## src/rtl/hex_keypad_scanner_pkg.sv

```systemverilog
// Shared definitions for the hex keypad scanner.
//   KEY_ROWS / KEY_COLS : keypad matrix geometry (4x4)
//   KEY_CODE_W          : width of an emitted key code ({row[1:0], col[1:0]})
//   scan_state_t        : debounce FSM encoding, shared with the IO block and benches
//   sweep_kind_t        : classification of one full four-column sweep
//   sweep_result_t      : sweep classification plus the single-key code (zero unless ONE)
package hex_keypad_scanner_pkg;

  localparam int KEY_ROWS   = 4;
  localparam int KEY_COLS   = 4;
  localparam int KEY_CODE_W = 4;

  typedef enum logic [1:0] {
    ARMED     = 2'd0,
    CONFIRM   = 2'd1,
    HELD      = 2'd2,
    RELEASING = 2'd3
  } scan_state_t;

  typedef enum logic [1:0] {
    SW_NONE  = 2'd0,
    SW_ONE   = 2'd1,
    SW_MULTI = 2'd2
  } sweep_kind_t;

  typedef struct packed {
    sweep_kind_t             kind;
    logic [KEY_CODE_W-1:0]   code;
  } sweep_result_t;

  // Number of active-low (pressed) rows in one column sample.
  function automatic logic [2:0] count_low(input logic [KEY_ROWS-1:0] rows);
    logic [2:0] n;
    n = '0;
    for (int i = 0; i < KEY_ROWS; i++) begin
      if (!rows[i]) n = n + 3'd1;
    end
    return n;
  endfunction

  // Index of the lowest-numbered active-low row; only meaningful when exactly one is low.
  function automatic logic [1:0] first_low(input logic [KEY_ROWS-1:0] rows);
    logic [1:0] idx;
    idx = '0;
    for (int i = KEY_ROWS - 1; i >= 0; i--) begin
      if (!rows[i]) idx = 2'(i);
    end
    return idx;
  endfunction

endpackage

```

## src/rtl/hex_keypad_scanner_if.sv

```systemverilog
// Key hand-off bus between the keypad scanner (master) and the IO block (slave).
//   KEY_CODE  : code of the accepted key, {row[1:0], col[1:0]}
//   KEY_VALID : KEY_CODE holds a key not yet taken
//   KEY_ACK   : consumer takes the key
//   KEY_DOWN  : debounced key currently held
//   OVERFLOW  : sticky, a press was dropped while a key was pending
// Handshake: a transfer happens on every rising clock edge where KEY_VALID=1 and
// KEY_ACK=1. KEY_VALID rises only when a new key is accepted and, once high, stays high
// with KEY_CODE stable until that transfer edge (unless a new key is loaded on the very
// same edge). KEY_ACK while KEY_VALID=0 has no effect; there is no ready back-pressure on
// the scanner side, so a key accepted while one is still pending is dropped and flagged.
interface hex_keypad_scanner_if;
  import hex_keypad_scanner_pkg::*;

  logic [KEY_CODE_W-1:0] KEY_CODE;
  logic                  KEY_VALID;
  logic                  KEY_ACK;
  logic                  KEY_DOWN;
  logic                  OVERFLOW;

  modport master (
    output KEY_CODE,
    output KEY_VALID,
    output KEY_DOWN,
    output OVERFLOW,
    input  KEY_ACK
  );

  modport slave (
    input  KEY_CODE,
    input  KEY_VALID,
    input  KEY_DOWN,
    input  OVERFLOW,
    output KEY_ACK
  );
endinterface

```

## src/rtl/hex_keypad_scanner_column_driver.sv

```systemverilog
// Column strobe generator for the 4x4 keypad.
//   CLK, RESET_n : system clock, asynchronous active-low reset
//   col          : column strobes, exactly one bit low (1110 -> 1101 -> 1011 -> 0111)
//   col_idx      : index of the column currently strobed
//   sample       : high on the last dwell cycle of each column (rows are read then)
//   sweep_end    : high on the sample cycle of the last column (one sweep complete)
// DWELL must be at least 4 so the row returns have settled through the two-flop
// synchroniser before the sample cycle of each column.
module keypad_column_driver
  import hex_keypad_scanner_pkg::*;
#(
  parameter int DWELL = 48_000
) (
  input  logic                CLK,
  input  logic                RESET_n,
  output logic [KEY_COLS-1:0] col,
  output logic [1:0]          col_idx,
  output logic                sample,
  output logic                sweep_end
);

  localparam int DW = (DWELL > 1) ? $clog2(DWELL) : 1;
  localparam logic [DW-1:0] DWELL_LAST = DW'(DWELL - 1);

  logic [DW-1:0] dwell_cnt;

  // The strobe ring is registered so the column pins never glitch.
  always_ff @(posedge CLK or negedge RESET_n) begin
    if (!RESET_n) begin
      dwell_cnt <= '0;
      col_idx   <= '0;
      col       <= 4'b1110;
    end else if (dwell_cnt == DWELL_LAST) begin
      dwell_cnt <= '0;
      col_idx   <= col_idx + 2'd1;
      col       <= {col[KEY_COLS-2:0], col[KEY_COLS-1]};
    end else begin
      dwell_cnt <= dwell_cnt + DW'(1);
    end
  end

  assign sample    = (dwell_cnt == DWELL_LAST);
  assign sweep_end = sample && (col_idx == 2'd3);

endmodule

```

## src/rtl/hex_keypad_scanner.sv

```systemverilog
// Hex keypad scanner: scans a 4x4 keypad, debounces it over whole sweeps and hands one
// key code per press to the IO block.
//   CLK, RESET_n : system clock, asynchronous active-low reset
//   ROW          : row returns, active-low, asynchronous to CLK
//   COL          : column strobes, exactly one bit low
//   key_bus      : master side of the key hand-off bus (code/valid/ack/down/overflow)
//   dbg_state    : current debounce FSM state
// A sweep is classified NONE / ONE(code) / MULTI. The stable counter counts consecutive
// identical sweep results (saturating at DEBOUNCE_SCANS) and the FSM, evaluated once per
// sweep end using the count that includes the sweep just finished, accepts a press or a
// release once that count reaches DEBOUNCE_SCANS.
module hex_keypad_scanner
  import hex_keypad_scanner_pkg::*;
#(
  parameter int CLK_HZ         = 48_000_000,
  parameter int SCAN_HZ        = 1_000,
  parameter int DEBOUNCE_SCANS = 4
) (
  input  logic                 CLK,
  input  logic                 RESET_n,
  input  logic [KEY_ROWS-1:0]  ROW,
  output logic [KEY_COLS-1:0]  COL,
  hex_keypad_scanner_if.master key_bus,
  output scan_state_t          dbg_state
);

  localparam int DWELL = CLK_HZ / SCAN_HZ;
  localparam int SC_W  = $clog2(DEBOUNCE_SCANS + 1);
  localparam logic [SC_W-1:0] SC_MAX = SC_W'(DEBOUNCE_SCANS);

  // ---------------------------------------------------------------------------
  // Column scanning
  // ---------------------------------------------------------------------------
  logic [1:0] col_idx;
  logic       sample;
  logic       sweep_end;

  keypad_column_driver #(
    .DWELL (DWELL)
  ) u_col_drv (
    .CLK       (CLK),
    .RESET_n   (RESET_n),
    .col       (COL),
    .col_idx   (col_idx),
    .sample    (sample),
    .sweep_end (sweep_end)
  );

  // ---------------------------------------------------------------------------
  // Row synchroniser; idle (all ones) out of reset so nothing looks pressed.
  // ---------------------------------------------------------------------------
  logic [KEY_ROWS-1:0] row_meta;
  logic [KEY_ROWS-1:0] row_sync;

  always_ff @(posedge CLK or negedge RESET_n) begin
    if (!RESET_n) begin
      row_meta <= '1;
      row_sync <= '1;
    end else begin
      row_meta <= ROW;
      row_sync <= row_meta;
    end
  end

  // ---------------------------------------------------------------------------
  // Sweep accumulation. acc_lows counts low bits seen so far this sweep,
  // saturating at 2 since only 0 / 1 / many matters.
  // ---------------------------------------------------------------------------
  logic [1:0]            acc_lows;
  logic [KEY_CODE_W-1:0] acc_code;
  logic [2:0]            col_lows;
  logic [2:0]            tot_lows;
  logic [1:0]            new_lows;
  logic [KEY_CODE_W-1:0] new_code;
  sweep_result_t         cur_res;

  always_comb begin
    col_lows = count_low(row_sync);
    tot_lows = {1'b0, acc_lows} + col_lows;
    new_lows = (tot_lows >= 3'd2) ? 2'd2 : tot_lows[1:0];
    new_code = acc_code;
    if (acc_lows == 2'd0 && col_lows == 3'd1) begin
      new_code = {first_low(row_sync), col_idx};
    end
    // Result of the sweep ending this cycle (includes the current sample). The code
    // field is forced to zero unless ONE so results compare cleanly.
    cur_res.kind = SW_NONE;
    cur_res.code = '0;
    case (new_lows)
      2'd0:    cur_res.kind = SW_NONE;
      2'd1: begin
        cur_res.kind = SW_ONE;
        cur_res.code = new_code;
      end
      default: cur_res.kind = SW_MULTI;
    endcase
  end

  always_ff @(posedge CLK or negedge RESET_n) begin
    if (!RESET_n) begin
      acc_lows <= '0;
      acc_code <= '0;
    end else if (sample) begin
      if (sweep_end) begin
        acc_lows <= '0;
        acc_code <= '0;
      end else begin
        acc_lows <= new_lows;
        acc_code <= new_code;
      end
    end
  end

  // ---------------------------------------------------------------------------
  // Stable counter over consecutive identical sweep results.
  // ---------------------------------------------------------------------------
  sweep_result_t prev_res;
  logic [SC_W-1:0] sc_q;
  logic [SC_W-1:0] sc_next;

  always_comb begin
    if (cur_res == prev_res) begin
      sc_next = (sc_q == SC_MAX) ? sc_q : sc_q + SC_W'(1);
    end else begin
      sc_next = SC_W'(1);
    end
  end

  always_ff @(posedge CLK or negedge RESET_n) begin
    if (!RESET_n) begin
      prev_res <= '0;
      sc_q     <= '0;
    end else if (sweep_end) begin
      prev_res <= cur_res;
      sc_q     <= sc_next;
    end
  end

  // ---------------------------------------------------------------------------
  // Debounce FSM
  // ---------------------------------------------------------------------------
  scan_state_t           state_q;
  scan_state_t           state_d;
  logic [KEY_CODE_W-1:0] cand_q;
  logic [KEY_CODE_W-1:0] cand_d;
  logic                  emit;

  always_ff @(posedge CLK or negedge RESET_n) begin
    if (!RESET_n) begin
      state_q <= ARMED;
      cand_q  <= '0;
    end else begin
      state_q <= state_d;
      cand_q  <= cand_d;
    end
  end

  always_comb begin
    state_d = state_q;
    cand_d  = cand_q;
    emit    = 1'b0;
    if (sweep_end) begin
      case (state_q)
        ARMED: begin
          if (cur_res.kind == SW_ONE) begin
            state_d = CONFIRM;
            cand_d  = cur_res.code;
          end
        end
        CONFIRM: begin
          if (cur_res.kind == SW_ONE) begin
            if (cur_res.code != cand_q) begin
              // A different single key restarts the confirmation with it.
              cand_d = cur_res.code;
            end else if (sc_next == SC_MAX) begin
              state_d = HELD;
              emit    = 1'b1;
            end
          end else begin
            state_d = ARMED;
          end
        end
        HELD: begin
          // Rollover and extra keys are ignored until a clean release.
          if (cur_res.kind == SW_NONE) state_d = RELEASING;
        end
        RELEASING: begin
          if (cur_res.kind != SW_NONE) begin
            state_d = HELD;
          end else if (sc_next == SC_MAX) begin
            state_d = ARMED;
          end
        end
        default: state_d = ARMED;
      endcase
    end
  end

  // ---------------------------------------------------------------------------
  // Key hand-off. An ack on the same edge as an emit frees the slot first, so the
  // new key loads and OVERFLOW clears.
  // ---------------------------------------------------------------------------
  logic [KEY_CODE_W-1:0] key_code_q;
  logic                  key_valid_q;
  logic                  overflow_q;
  logic                  ack_take;

  assign ack_take = key_bus.KEY_ACK && key_valid_q;

  always_ff @(posedge CLK or negedge RESET_n) begin
    if (!RESET_n) begin
      key_code_q  <= '0;
      key_valid_q <= 1'b0;
      overflow_q  <= 1'b0;
    end else if (emit) begin
      if (!key_valid_q || ack_take) begin
        key_code_q  <= cand_q;
        key_valid_q <= 1'b1;
        overflow_q  <= 1'b0;
      end else begin
        overflow_q  <= 1'b1;
      end
    end else if (ack_take) begin
      key_valid_q <= 1'b0;
      overflow_q  <= 1'b0;
    end
  end

  assign key_bus.KEY_CODE  = key_code_q;
  assign key_bus.KEY_VALID = key_valid_q;
  assign key_bus.OVERFLOW  = overflow_q;
  assign key_bus.KEY_DOWN  = (state_q == HELD);
  assign dbg_state         = state_q;

endmodule

```

## src/flat_wrapper.sv

```systemverilog
// flat-port wrapper written by rule: the top's interface ports become plain ports
module hex_keypad_scanner_flat import hex_keypad_scanner_pkg::*;
#(
  parameter int CLK_HZ         = 48_000_000,
  parameter int SCAN_HZ        = 1_000,
  parameter int DEBOUNCE_SCANS = 4
)
  (CLK, RESET_n, ROW, COL, dbg_state, key_bus_KEY_CODE, key_bus_KEY_VALID, key_bus_KEY_DOWN, key_bus_OVERFLOW, key_bus_KEY_ACK);
  hex_keypad_scanner_if key_bus_i ();
  input  logic CLK;
  input  logic RESET_n;
  input  logic [KEY_ROWS-1:0] ROW;
  output logic [KEY_COLS-1:0] COL;
  output scan_state_t dbg_state;
  output wire logic [$bits(key_bus_i.KEY_CODE)-1:0] key_bus_KEY_CODE;
  output wire logic [$bits(key_bus_i.KEY_VALID)-1:0] key_bus_KEY_VALID;
  output wire logic [$bits(key_bus_i.KEY_DOWN)-1:0] key_bus_KEY_DOWN;
  output wire logic [$bits(key_bus_i.OVERFLOW)-1:0] key_bus_OVERFLOW;
  input wire logic [$bits(key_bus_i.KEY_ACK)-1:0] key_bus_KEY_ACK;
  assign key_bus_KEY_CODE = key_bus_i.KEY_CODE;
  assign key_bus_KEY_VALID = key_bus_i.KEY_VALID;
  assign key_bus_KEY_DOWN = key_bus_i.KEY_DOWN;
  assign key_bus_OVERFLOW = key_bus_i.OVERFLOW;
  assign key_bus_i.KEY_ACK = key_bus_KEY_ACK;
  hex_keypad_scanner #(.CLK_HZ(CLK_HZ), .SCAN_HZ(SCAN_HZ), .DEBOUNCE_SCANS(DEBOUNCE_SCANS)) u_core (.CLK(CLK), .RESET_n(RESET_n), .ROW(ROW), .COL(COL), .key_bus(key_bus_i), .dbg_state(dbg_state));
endmodule
```

## config.mk

```make
export PLATFORM = sky130hd
export DESIGN_NAME = hex_keypad_scanner_flat
export DESIGN_NICKNAME = d
export VERILOG_FILES = /design/src/rtl/hex_keypad_scanner_pkg.sv /design/src/rtl/hex_keypad_scanner_if.sv /design/src/rtl/hex_keypad_scanner_column_driver.sv /design/src/rtl/hex_keypad_scanner.sv /design/src/flat_wrapper.sv
export SDC_FILE = /design/constraint.sdc
export NUM_CORES = 1
export LEC_CHECK = 0
export CORE_MARGIN = 2
export CORE_UTILIZATION = 55
export DETAILED_ROUTE_END_ITERATION = 8
export GPL_ROUTABILITY_DRIVEN = 0
export PLACE_DENSITY = 0.74
export RECOVER_POWER = 25
export SYNTH_ARGS = -nofsm -noshare
export SYNTH_HDL_FRONTEND = slang
export SYNTH_SLANG_ARGS = --single-unit
export TNS_END_PERCENT = 50
```

## constraint.sdc

```tcl
create_clock -name CLK -period 5.8 [get_ports CLK]
set_input_delay 1.74 -clock CLK [delete_from_list [all_inputs] [get_ports CLK]]
set_output_delay 1.74 -clock CLK [all_outputs]
set_load 0.02 [all_outputs]
```

Word-level counts from Yosys, hierarchy flattened. Cells that the tools add are included.

$add $sub $neg: 7. Order comparisons: 1. Equal/unequal tests: 20. Mux-type cells: 39. Reduce and logical (&&, ||, !) cells: 16.

Operators by type and width (count): two-way mux 2 bit (13); two-way mux 4 bit (6); adder 16 x 1 -> 16 bit (second input constant) (1); == test 16 bit (second input constant) (1); two-way mux 16 bit (1); two-way mux 3 bit (5); two-way mux 1 bit (11); adder 3 x 1 -> 3 bit (second input constant) (3); zero test 2 bit (4); inequality test 2 x 1 -> 1 bit (second input constant) (4); one-hot mux 2 bit (4 select lines) (1); one-hot mux 4 bit (2 select lines) (1); == test 2 x 1 -> 1 bit (second input constant) (3); == test 2 bit (second input constant) (3); == test 3 bit (second input constant) (2); == test 6 bit (1); inequality test 3 bit (second input constant) (2); AND reduction 6 bit (1); nonzero test 2 bit (3); AND reduction 5 bit (1); inequality test 4 bit (1); one-hot mux 2 bit (2 select lines) (1); AND reduction 2 bit (2); adder 2 x 3 -> 3 bit (1); 9 further kinds (11).

Register bits after elaboration: 57. Word-level logic and storage cells: 98.

Depth between registers and ports, before layout. Gate-level depths: netlist of the first run.

Depth in word-level cells: 22. Gate-level depth with buffers: 17.

Modules after synthesis. Synthesis of the first run repeated with hierarchy kept, for this count alone.

Cell total of the unflattened synthesis: 313. Area, all modules: 3314.4 µm².

Modules (own cells, without submodules): hex_keypad_scanner (instances 1, cells an instance 222, area each 2297.2 µm², seq. area each 885.8 µm²); keypad_column_driver (instances 1, cells an instance 91, area each 1017.2 µm², seq. area each 554.3 µm²).

Worst setup path after synthesis of the first run. OpenSTA, ideal clock, no wires.

Kind: reg-to-reg. Start: register u_core.row_sync[0]. End: register u_core.key_code_q[2], in the netlist u_core.key_bus.KEY_CODE[2]. Library setup time: 0.125 ns. Data arrival time: 4.418 ns. Required time: 5.675 ns. Path slack: 1.257 ns. Stages on the path, launching flop included: 17. Path buffers: 2. Period minus slack after synthesis: 4.543 ns. Cell sequence: dfstp_2 -> inv_1 -> ha_1 -> buf_6 -> nand2b_1 -> and2_1 -> ha_1 -> mux2_2 -> fa_1 -> xnor3_2 -> or2_1 -> buf_2 -> a2111oi_2 -> a2111oi_4 -> nor3_2 -> nand4_4 -> mux2_4.

Longest elaborated chain between the ends: 21.

Ends and longest elaborated chain: start, declared (line hex_keypad_scanner.sv:53) `logic [KEY_ROWS-1:0] row_sync;`; start signal, assigned (line hex_keypad_scanner.sv:61) `row_sync <= row_meta;`; two-way mux 1 bit (line hex_keypad_scanner_pkg.sv:36) `if (!rows[i]) n = n + 3'd1;`; adder 1 x 1 -> 2 bit (line hex_keypad_scanner_pkg.sv:36); two-way mux 3 bit (line hex_keypad_scanner_pkg.sv:36); adder 3 x 1 -> 3 bit (line hex_keypad_scanner_pkg.sv:36); two-way mux 3 bit (line hex_keypad_scanner_pkg.sv:36); adder 3 x 1 -> 3 bit (line hex_keypad_scanner_pkg.sv:36); two-way mux 3 bit (line hex_keypad_scanner_pkg.sv:36); adder 2 x 3 -> 3 bit (line hex_keypad_scanner.sv:79) `tot_lows = {1'b0, acc_lows} + col_lows;`; [5 not listed]; two-way mux 3 bit (line hex_keypad_scanner.sv:122) `if (cur_res == prev_res) begin`; == test 3 bit (line hex_keypad_scanner.sv:175) `end else if (sc_next == SC_MAX) begin`; two-way mux 1 bit (line hex_keypad_scanner.sv:175); two-way mux 1 bit (line hex_keypad_scanner.sv:172) `if (cur_res.code != cand_q) begin`; two-way mux 1 bit (*) (line hex_keypad_scanner.sv:171) `if (cur_res.kind == SW_ONE) begin`; two-way mux 1 bit (*) (line hex_keypad_scanner.sv:163) `case (state_q)`; two-way mux 1 bit (*) (line hex_keypad_scanner.sv:162) `if (sweep_end) begin`; AND reduction 2 bit (no source line) (*); end signal, assigned (line hex_keypad_scanner.sv:217) `key_code_q <= cand_q;`; end, declared (line hex_keypad_scanner.sv:203) `logic [KEY_CODE_W-1:0] key_code_q;`.

Every way passes the cells marked *; elsewhere a longest branch is shown, timed or not. A chain may end at the register's enable or synchronous reset.

Worst setup path in the final report of the first run.
Start: register u_core.row_sync[0]. End: register u_core.cand_q[0].

Longest elaborated chain between the ends: 15.

Ends and longest elaborated chain: two-way mux 1 bit (line hex_keypad_scanner_pkg.sv:36); adder 1 x 1 -> 2 bit (line hex_keypad_scanner_pkg.sv:36); two-way mux 3 bit (line hex_keypad_scanner_pkg.sv:36); adder 3 x 1 -> 3 bit (line hex_keypad_scanner_pkg.sv:36); two-way mux 3 bit (line hex_keypad_scanner_pkg.sv:36); adder 3 x 1 -> 3 bit (line hex_keypad_scanner_pkg.sv:36); two-way mux 3 bit (line hex_keypad_scanner_pkg.sv:36); adder 2 x 3 -> 3 bit (line hex_keypad_scanner.sv:79); >= comparator 3 x 2 -> 1 bit (line hex_keypad_scanner.sv:80) `new_lows = (tot_lows >= 3'd2) ? 2'd2 : tot_lows[1:0];`; two-way mux 2 bit (line hex_keypad_scanner.sv:80); == test 2 x 1 -> 1 bit / zero test 2 bit (equally long branches) (line hex_keypad_scanner.sv:89) `case (new_lows)`; one-hot mux 2 bit (2 select lines) / two-way mux 4 bit (equally long branches) (line hex_keypad_scanner.sv:89); == test 2 x 1 -> 1 bit (tied with other cells) (line hex_keypad_scanner.sv:165, hex_keypad_scanner.sv:171); inequality test 2 x 1 -> 1 bit (no source line) / two-way mux 4 bit (equally long branches); AND reduction 5 bit (no source line) / one-hot mux 4 bit (2 select lines) (equally long branches); end signal, assigned (line hex_keypad_scanner.sv:154) `cand_q <= cand_d;`; end, declared (line hex_keypad_scanner.sv:144) `logic [KEY_CODE_W-1:0] cand_q;`.

Parallel ways exist; a longest one is shown, timed or not. The select of a mux whose other input is x is not followed.

==> impl_results.md, run 1 <==
- Crit-path max cell delay: 0.56 ns
- Final Util: roughly two thirds
- Post-Syn Area: ~3500 um^2
- Hold Crit Class: reg2reg
- Vias in the first global route: between 2000 and 3000
- Slew @ Worst Pin: between 2 and 3 ns
- Global-route usage over all layers: ~22%
- Top delay family on crit path: adder cells
- Hold Crit Start: u_core.row_meta[1]$_DFF_PN1_
- Vias: 2650
- # DRC: 0
- Worst path required time: 6.02 ns
- Clock sink total: 57
- Worst Skew: around 0.0073 ns
- Critical Path Sink Type: flip-flop
- Asr flop ratio synth: 100.0%
- Status: finished, violations left
- DR WL/cell: 16.06 um
- Mapped Cells: roughly 340
- Die ar.: slightly below 7000 um^2
- Failing checks: capacitance limit, slew limit
- Post-synth EDFFs: 0
- Reg2reg end: u_core.cand_q[0]$_DFFE_PN0P_
- Final setup vio count: 0
- Synth warn: 0
- Flops & latches, synth: between 50 and 60
- FILL cells: between 400 and 500
- Slew headroom: -97.51%
- WP buf/inv: 1
- Cell row count: 28
- Post-CTS setup buffer count: 0
- CP arrival: 5.29 ns
- Hold Path Cell Cnt: 0
- CP max FO: 12
- Clock buffer depth: 2
- Reg-to-Reg Start: u_core.row_sync[0]$_DFF_PN1_
- # port buffers: 19
- Clk slew on worst S/H paths: roughly 0.07 ns
- CP most frequent cell: ha_1
- Worst Hold End: u_core.row_sync[1]$_DFF_PN1_
- Die Ht: about 83 um
- Synth Flop Type: dfrtp_1
- Num CTS Buffers: 9
- Syn Nets: 359
- Period utilization: between 80% and 90%
- H-tree depth: 3
- Netlist cell types: 79
- Antenna violations before repair: 0
- First-pass DRT Iterations: 5
- CTS tree: yes
- Initial core utilization: ~58%
- Cts hold-fix bufs: 0
- CP startpoint kind: flip-flop
- Power Density: roughly 230 nW/um^2
- Worst R2R Setup Slack: approximately 0.73 ns
- Fin. Hold Viols: 0
- Layout area overhead: 12.29%
- Register area share after synthesis: a little over two fifths
- Max Fclk: 197.4 MHz
- Final setup TNS: 0 ns
- Grt total ovfl: 0
- Peak supply drop: about 200 uV
- R2R cell count: 14
- Avg Cell Area, Syn: between 10 and 15 um^2
- Die W: roughly 83 um
- Core ar.: 5991 um^2
- Slowest CP cell: dfstp_2
- Io pins: 20
- Min Clock Period, post-route: 5.065 ns
- DRT iter0 DRCs: about 260
- Crit path cell chain: inv_1 -> ha_1 -> nand2b_1 -> and2_1 -> ha_1 -> mux2_2 -> fa_1 -> xnor3_2 -> or2_1 -> a32o_1 -> a2111oi_4 -> nor2_2 -> a21bo_2 -> mux2_4
- CTS root buf: clkbuf_8
- Post-CTS Resized: 0
- HPWL after DPL: 5.146 mm
- Pleak: approximately 0.0016 uW
- Final Non-Filler Cells: around 440
- RSZ-0062 raised after global routing: no
- Overall power: slightly below 900 uW
- Crit Path Class: reg2reg
- Nets: 380
- First-pass GRT wire length: around 12 mm
- Diode count: 0
- Clk Latency, worst-skew pair: about 0.34 ns
- Largest net degree at the start of global routing: 58
- Slew Limit Fails: 58
- Total Wirelength: around 7 mm
- Via density per instance: 5.968
- Max-Cap Viols: 1
- Dpl cells: 428
- Routed Antenna Nets: 0
- Layout cells sized above 1: between 10% and 20%
[metrics by stage]
stage	area (um^2)	setup slack (ns)	hold slack, ns
finish	3876	0.7350	0.3570
global route	3876	0.4450	0.3627
CTS	3890	0.7543	0.3569
detailed placement	3685	0.7885	0.3470
global placement	3685	0.9447	0.3468
floorplan	3452	1.257	0.3452
[how the worst max path moves through the flow]
stage | from | end | depth (start not counted)
2_1_floorplan | u_core.row_sync[0]$_DFF_PN1_ | u_core.key_bus.KEY_CODE[2]$_DFFE_PN0P_ | 16
3_3_place_gp | u_core.row_sync[0]$_DFF_PN1_ | u_core.cand_q[2]$_DFFE_PN0P_ | 14
3_5_place_dp | u_core.row_sync[0]$_DFF_PN1_ | u_core.cand_q[2]$_DFFE_PN0P_ | 14
4_1_cts | u_core.row_sync[0]$_DFF_PN1_ | u_core.cand_q[2]$_DFFE_PN0P_ | 14
5_1_grt | u_core.row_sync[0]$_DFF_PN1_ | u_core.key_bus.KEY_CODE[0]$_DFFE_PN0P_ | 14
6_report | u_core.row_sync[0]$_DFF_PN1_ | u_core.cand_q[0]$_DFFE_PN0P_ | 14
[logic make-up (layout without fill, tap and decap cells)]
group / after synthesis / after routing / synth area share [%]
buffers and inverters: 29 / 55 / 3.914
AOI/OAI and AO/OA: 79 / 79 / 19.50
and+or+nand+nor: 138 / 138 / 21.17
xor gates and xnor gates: 19 / 19 / 5.799
DFF: 57 / 57 / 41.72
muxes: 12 / 12 / 4.422
adders and majority gates: 9 / 9 / 3.480
[sequential cells by signal, summed over array words and instances (netlist names)]
| signal | count |
|---|---|
| u_core.row_meta | 4 |
| u_core.prev_res | 6 |
| u_core.dbg_state | 2 |
| u_core.key_bus.KEY_CODE | 4 |
| u_core.u_col_drv.dwell_cnt | 16 |
| u_core.key_bus.OVERFLOW | 1 |
| u_core.key_bus.KEY_VALID | 1 |
| u_core.row_sync | 4 |
| u_core.u_col_drv.col | 4 |
| u_core.u_col_drv.col_idx | 2 |
| u_core.sc_q | 3 |
| u_core.acc_lows | 2 |
| u_core.cand_q | 4 |
| u_core.acc_code | 4 |
[report_power, final]
group / total, uW / switching [uW] / internal [uW]
clock network: 380 / 160 / 220
registers: 409 / 5.11 / 404
logic: 96.5 / 63.3 / 33.2
total: 885 / 228 / 657
[synth_stat cells (3+ instances only)]
master     number  area share (%)
a2111oi_2       3             1.3
a211oi_1        3            0.65
a211oi_2        3             1.1
a21boi_0        3            0.65
a21oi_1        10             1.4
a41oi_1         3            0.76
buf_2           3            0.43
buf_6           3            0.98
clkbuf_1        5            0.54
dfrtp_1        46              33
dfstp_2        11             8.4
ha_1            8             2.9
inv_1          18             2.0
mux2_4          6             2.6
mux2i_1         4             1.2
nand2_1        53             5.8
nand2b_1        5            0.91
nand3_1        11             1.6
nand4_1         4            0.72
nor2_1         27             2.9
nor2b_1         7             1.3
o2111ai_1       4             1.0
o21ai_0        14             2.0
o41ai_1         4             1.0
xnor2_1         9             2.3
xor2_1          8             2.0
[layer usage]
layer | share of wire [%] | up-vias | global-route usage [%]
li1 | - | 1287 | -
met1 | 46 | 1282 | 30.17
met2 | 48 | 64 | 34.38
met3 | 3.7 | 17 | 4.573
met4 | 2.0 | 0 | 10.88
met5 | 0 | - | 0
[layout by cell type (no fill, tap or decap), types with 6 or more instances in the layout]
cell type,Yosys,final
dfstp_2,11,11
a21oi_1,10,10
xnor2_1,9,9
mux2_4,6,6
nand2_1,53,53
o21ai_0,14,14
nor2b_1,7,7
ha_1,8,8
nor2_1,27,27
dfrtp_1,46,46
inv_1,18,18
clkdlybuf4s50_1,0,14
nand3_1,11,11
clkbuf_8,0,11
xor2_1,8,8
[cell type report]
class	instances	area (um^2)	share of cell area, %
Tap cell	75	93.84	2.421
Multi-Input combinational cell	257	1877	48.42
Inverter	18	67.56	1.743
Timing Repair Buffer	21	192.7	4.971
Sequential cell	57	1440	37.15
Clock inverter	5	53.80	1.388
Clock buffer	11	151.4	3.906
Note: power is estimated with default switching activity, not from simulation.
==> run 2, diff against run 1 <==
--- a/config.mk
+++ b/config.mk
@@ -6,11 +6,12 @@
 export NUM_CORES = 1
 export LEC_CHECK = 0
 export CORE_MARGIN = 2
-export CORE_UTILIZATION = 55
+export CORE_UTILIZATION = 54
+export CTS_CLUSTER_SIZE = 30
 export DETAILED_ROUTE_END_ITERATION = 8
 export GPL_ROUTABILITY_DRIVEN = 0
-export PLACE_DENSITY = 0.74
-export RECOVER_POWER = 25
+export PLACE_DENSITY = 0.76
+export RECOVER_POWER = 50
 export SYNTH_ARGS = -nofsm -noshare
 export SYNTH_HDL_FRONTEND = slang
 export SYNTH_SLANG_ARGS = --single-unit
==> constraint.sdc (replaced) <==
create_clock -name CLK -period 4.4 [get_ports CLK]
set_input_delay 1.32 -clock CLK [delete_from_list [all_inputs] [get_ports CLK]]
set_output_delay 1.32 -clock CLK [all_outputs]
set_load 0.02 [all_outputs]
==> impl_results.md, run 2 (synthesis gave the netlist of run 1 again) <==
- Layout cells sized above 1: roughly 20%
- Fin. Hold Viols: 0
- Via density per instance: about 5.8
- Failing checks: capacitance limit, slew limit
- Most frequent cells in the layout: nand2_1 (53), dfrtp_1 (46), nor2_1 (27)
- First-pass GRT wire length: 12.46 mm
- Period utilization: 96.04%
- Worst Skew: between 0.004 and 0.005 ns
- NetSw: between 200 and 300 uW
- First-pass DRT Iterations: 4
- Largest Register: u_core.u_col_drv.dwell_cnt
- Slew headroom: -26.98%
- Clock sink total: between 50 and 60
- Routed Antenna Nets: 0
- CP startpoint kind: flip-flop
- DR WL/cell: around 16 um
- HPWL after DPL: 5.316 mm
- CP max FO: 7
- Min Clock Period, post-route: about 4.2 ns
- Pint: 895.4 uW
- Final instance area: roughly 4000 um^2
- Max Fclk: between 200 and 250 MHz
- Final setup vio count: 0
- Global-route usage over all layers: 22.10%
- Layout area overhead: 15.77%
- Slew Limit Fails: 38
- Dpl cells: ~440
- Core ar.: roughly 6300 um^2
- Num CTS Buffers: 9
- Switching share of power: 24.42%
- Hold Crit Class: reg2reg
- Hold slack: about 0.36 ns
- Max FFs per register: 16
- Top Registers: u_core.u_col_drv.dwell_cnt: 16 flops, u_core.prev_res: 6 flops
- # port buffers: 19
- Final Non-Filler Cells: approximately 460
- Worst path required time: roughly 4.6 ns
- CTS tree: yes
- Power Density: 296.5 nW/um^2
- Clock power share: a little over two fifths
- Largest net degree at the start of global routing: 38
- Cts hold-fix bufs: 0
- Status: finished, violations left
- Peak supply drop: ~190 uV
- Vias: around 2700
- Slew @ Worst Pin: between 1.5 and 2 ns
- Sequential power share: between 40% and 50%
- CTS root buf: clkbuf_8
- Die W: ~84 um
- Io pins: 20
- Critical Path Sink Type: flip-flop
- Die ar.: 7048 um^2
- CP arrival: 4.44 ns
- Grt total ovfl: 0
- Total Wirelength: ~7.3 mm
- Antenna violations before repair: 0
- Clk slew on worst S/H paths: 0.06 ns
- Initial core utilization: about 55%
- Diode count: 0
- Cell area after placement: roughly 3800 um^2
- Max-Cap Viols: 1
- Pleak: around 0.0017 uW
- DP Worst Slack: -0.02849 ns
- Commonest non-fill, non-tap cell in the layout: nand2_1
- # DRC: 0
- DRT iter0 DRCs: between 200 and 300
- Cell row count: 29
- Final setup TNS: 0 ns
- H-tree depth: 3
- Nets: 389
- Clk Latency, worst-skew pair: approximately 0.33 ns
- RSZ-0062 raised after global routing: no
- Final WS setup: 0.1742 ns
- Crit Path Class: reg2reg
- Gate power share: 12.3%
- Clock buffer depth: 2
- Vias in the first global route: ~2700
- Die Ht: around 84 um
[run 2: final timing paths]
kind / start / end / slack (ns) / cells past startpoint
worst max-delay path: u_core.row_sync[0]$_DFF_PN1_ / u_core.key_bus.KEY_CODE[2]$_DFFE_PN0P_ / 0.17 / 16
worst min-delay path: u_core.row_meta[1]$_DFF_PN1_ / u_core.row_sync[1]$_DFF_PN1_ / 0.36 / 0
worst max register to register: u_core.row_sync[0]$_DFF_PN1_ / u_core.key_bus.KEY_CODE[2]$_DFFE_PN0P_ / 0.17 / 16
worst min register to register: u_core.row_meta[1]$_DFF_PN1_ / u_core.row_sync[1]$_DFF_PN1_ / 0.36 / 0
max in group asynchronous: RESET_n / u_core.u_col_drv.col[1]$_DFFE_PN1N_ / 1.68 / 2
min in group asynchronous: RESET_n / u_core.key_bus.KEY_CODE[1]$_DFFE_PN0P_ / 1.51 / 1
[run 2: what timing repair did]
action	4_1_cts	5_1_grt
pin swaps	2	4
endpoints found under the setup margin	4	7
gates cloned	0	0
setup buffers	1	0
gates resized for setup	5	1
[run 2: area by class of cell]
| class | count | area (um^2) |
|---|---|---|
| Fill cell | 501 | 2281 |
| Tap cell | 77 | 96.34 |
| Clock inverter | 2 | 35.03 |
| Sequential cell | 57 | 1440 |
| Inverter | 18 | 67.56 |
| Clock buffer | 14 | 172.7 |
| Timing Repair Buffer | 30 | 262.8 |
| Multi-Input combinational cell | 257 | 1922 |
[run 2: layer usage]
metal,share of wire (%),up-vias,global-route usage (%)
met5,0,-,0
met4,1.4,0,7.625
met3,4.4,9,6.034
met2,49,67,35.13
met1,46,1287,29.24
li1,-,1297,-
[run 2: stage by stage]
step	utilization, %	total power (uW)
global route	63.66	1237
global placement	60.00	681.9
finish	63.66	1185
detailed placement	60.00	685.5
CTS	63.84	1196
floorplan	-	646.1
[run 2: power groups by stage]
stage               logic (uW)  clock network [uW]  registers [uW]
detailed placement         138                   0             547
floorplan                  101                   0             545
CTS                        145                 513             538
global route               158                 540             539
global placement           135                   0             547
finish                     145                 501             538
[run 2: worst max-delay path, stage by stage, from the launching register on]
cell and delay [ns]:
dfstp_2 0.53, inv_1 0.05, ha_1 0.32, nand2b_1 0.15, and2_4 0.17, ha_2 0.27
mux2_2 0.28, fa_1 0.43, xnor3_2 0.25, or2_4 0.30, buf_4 0.18, a211oi_4 0.26
a2111oi_4 0.12, buf_4 0.16, nor3_4 0.14, nand4_4 0.16, mux2_4 0.34
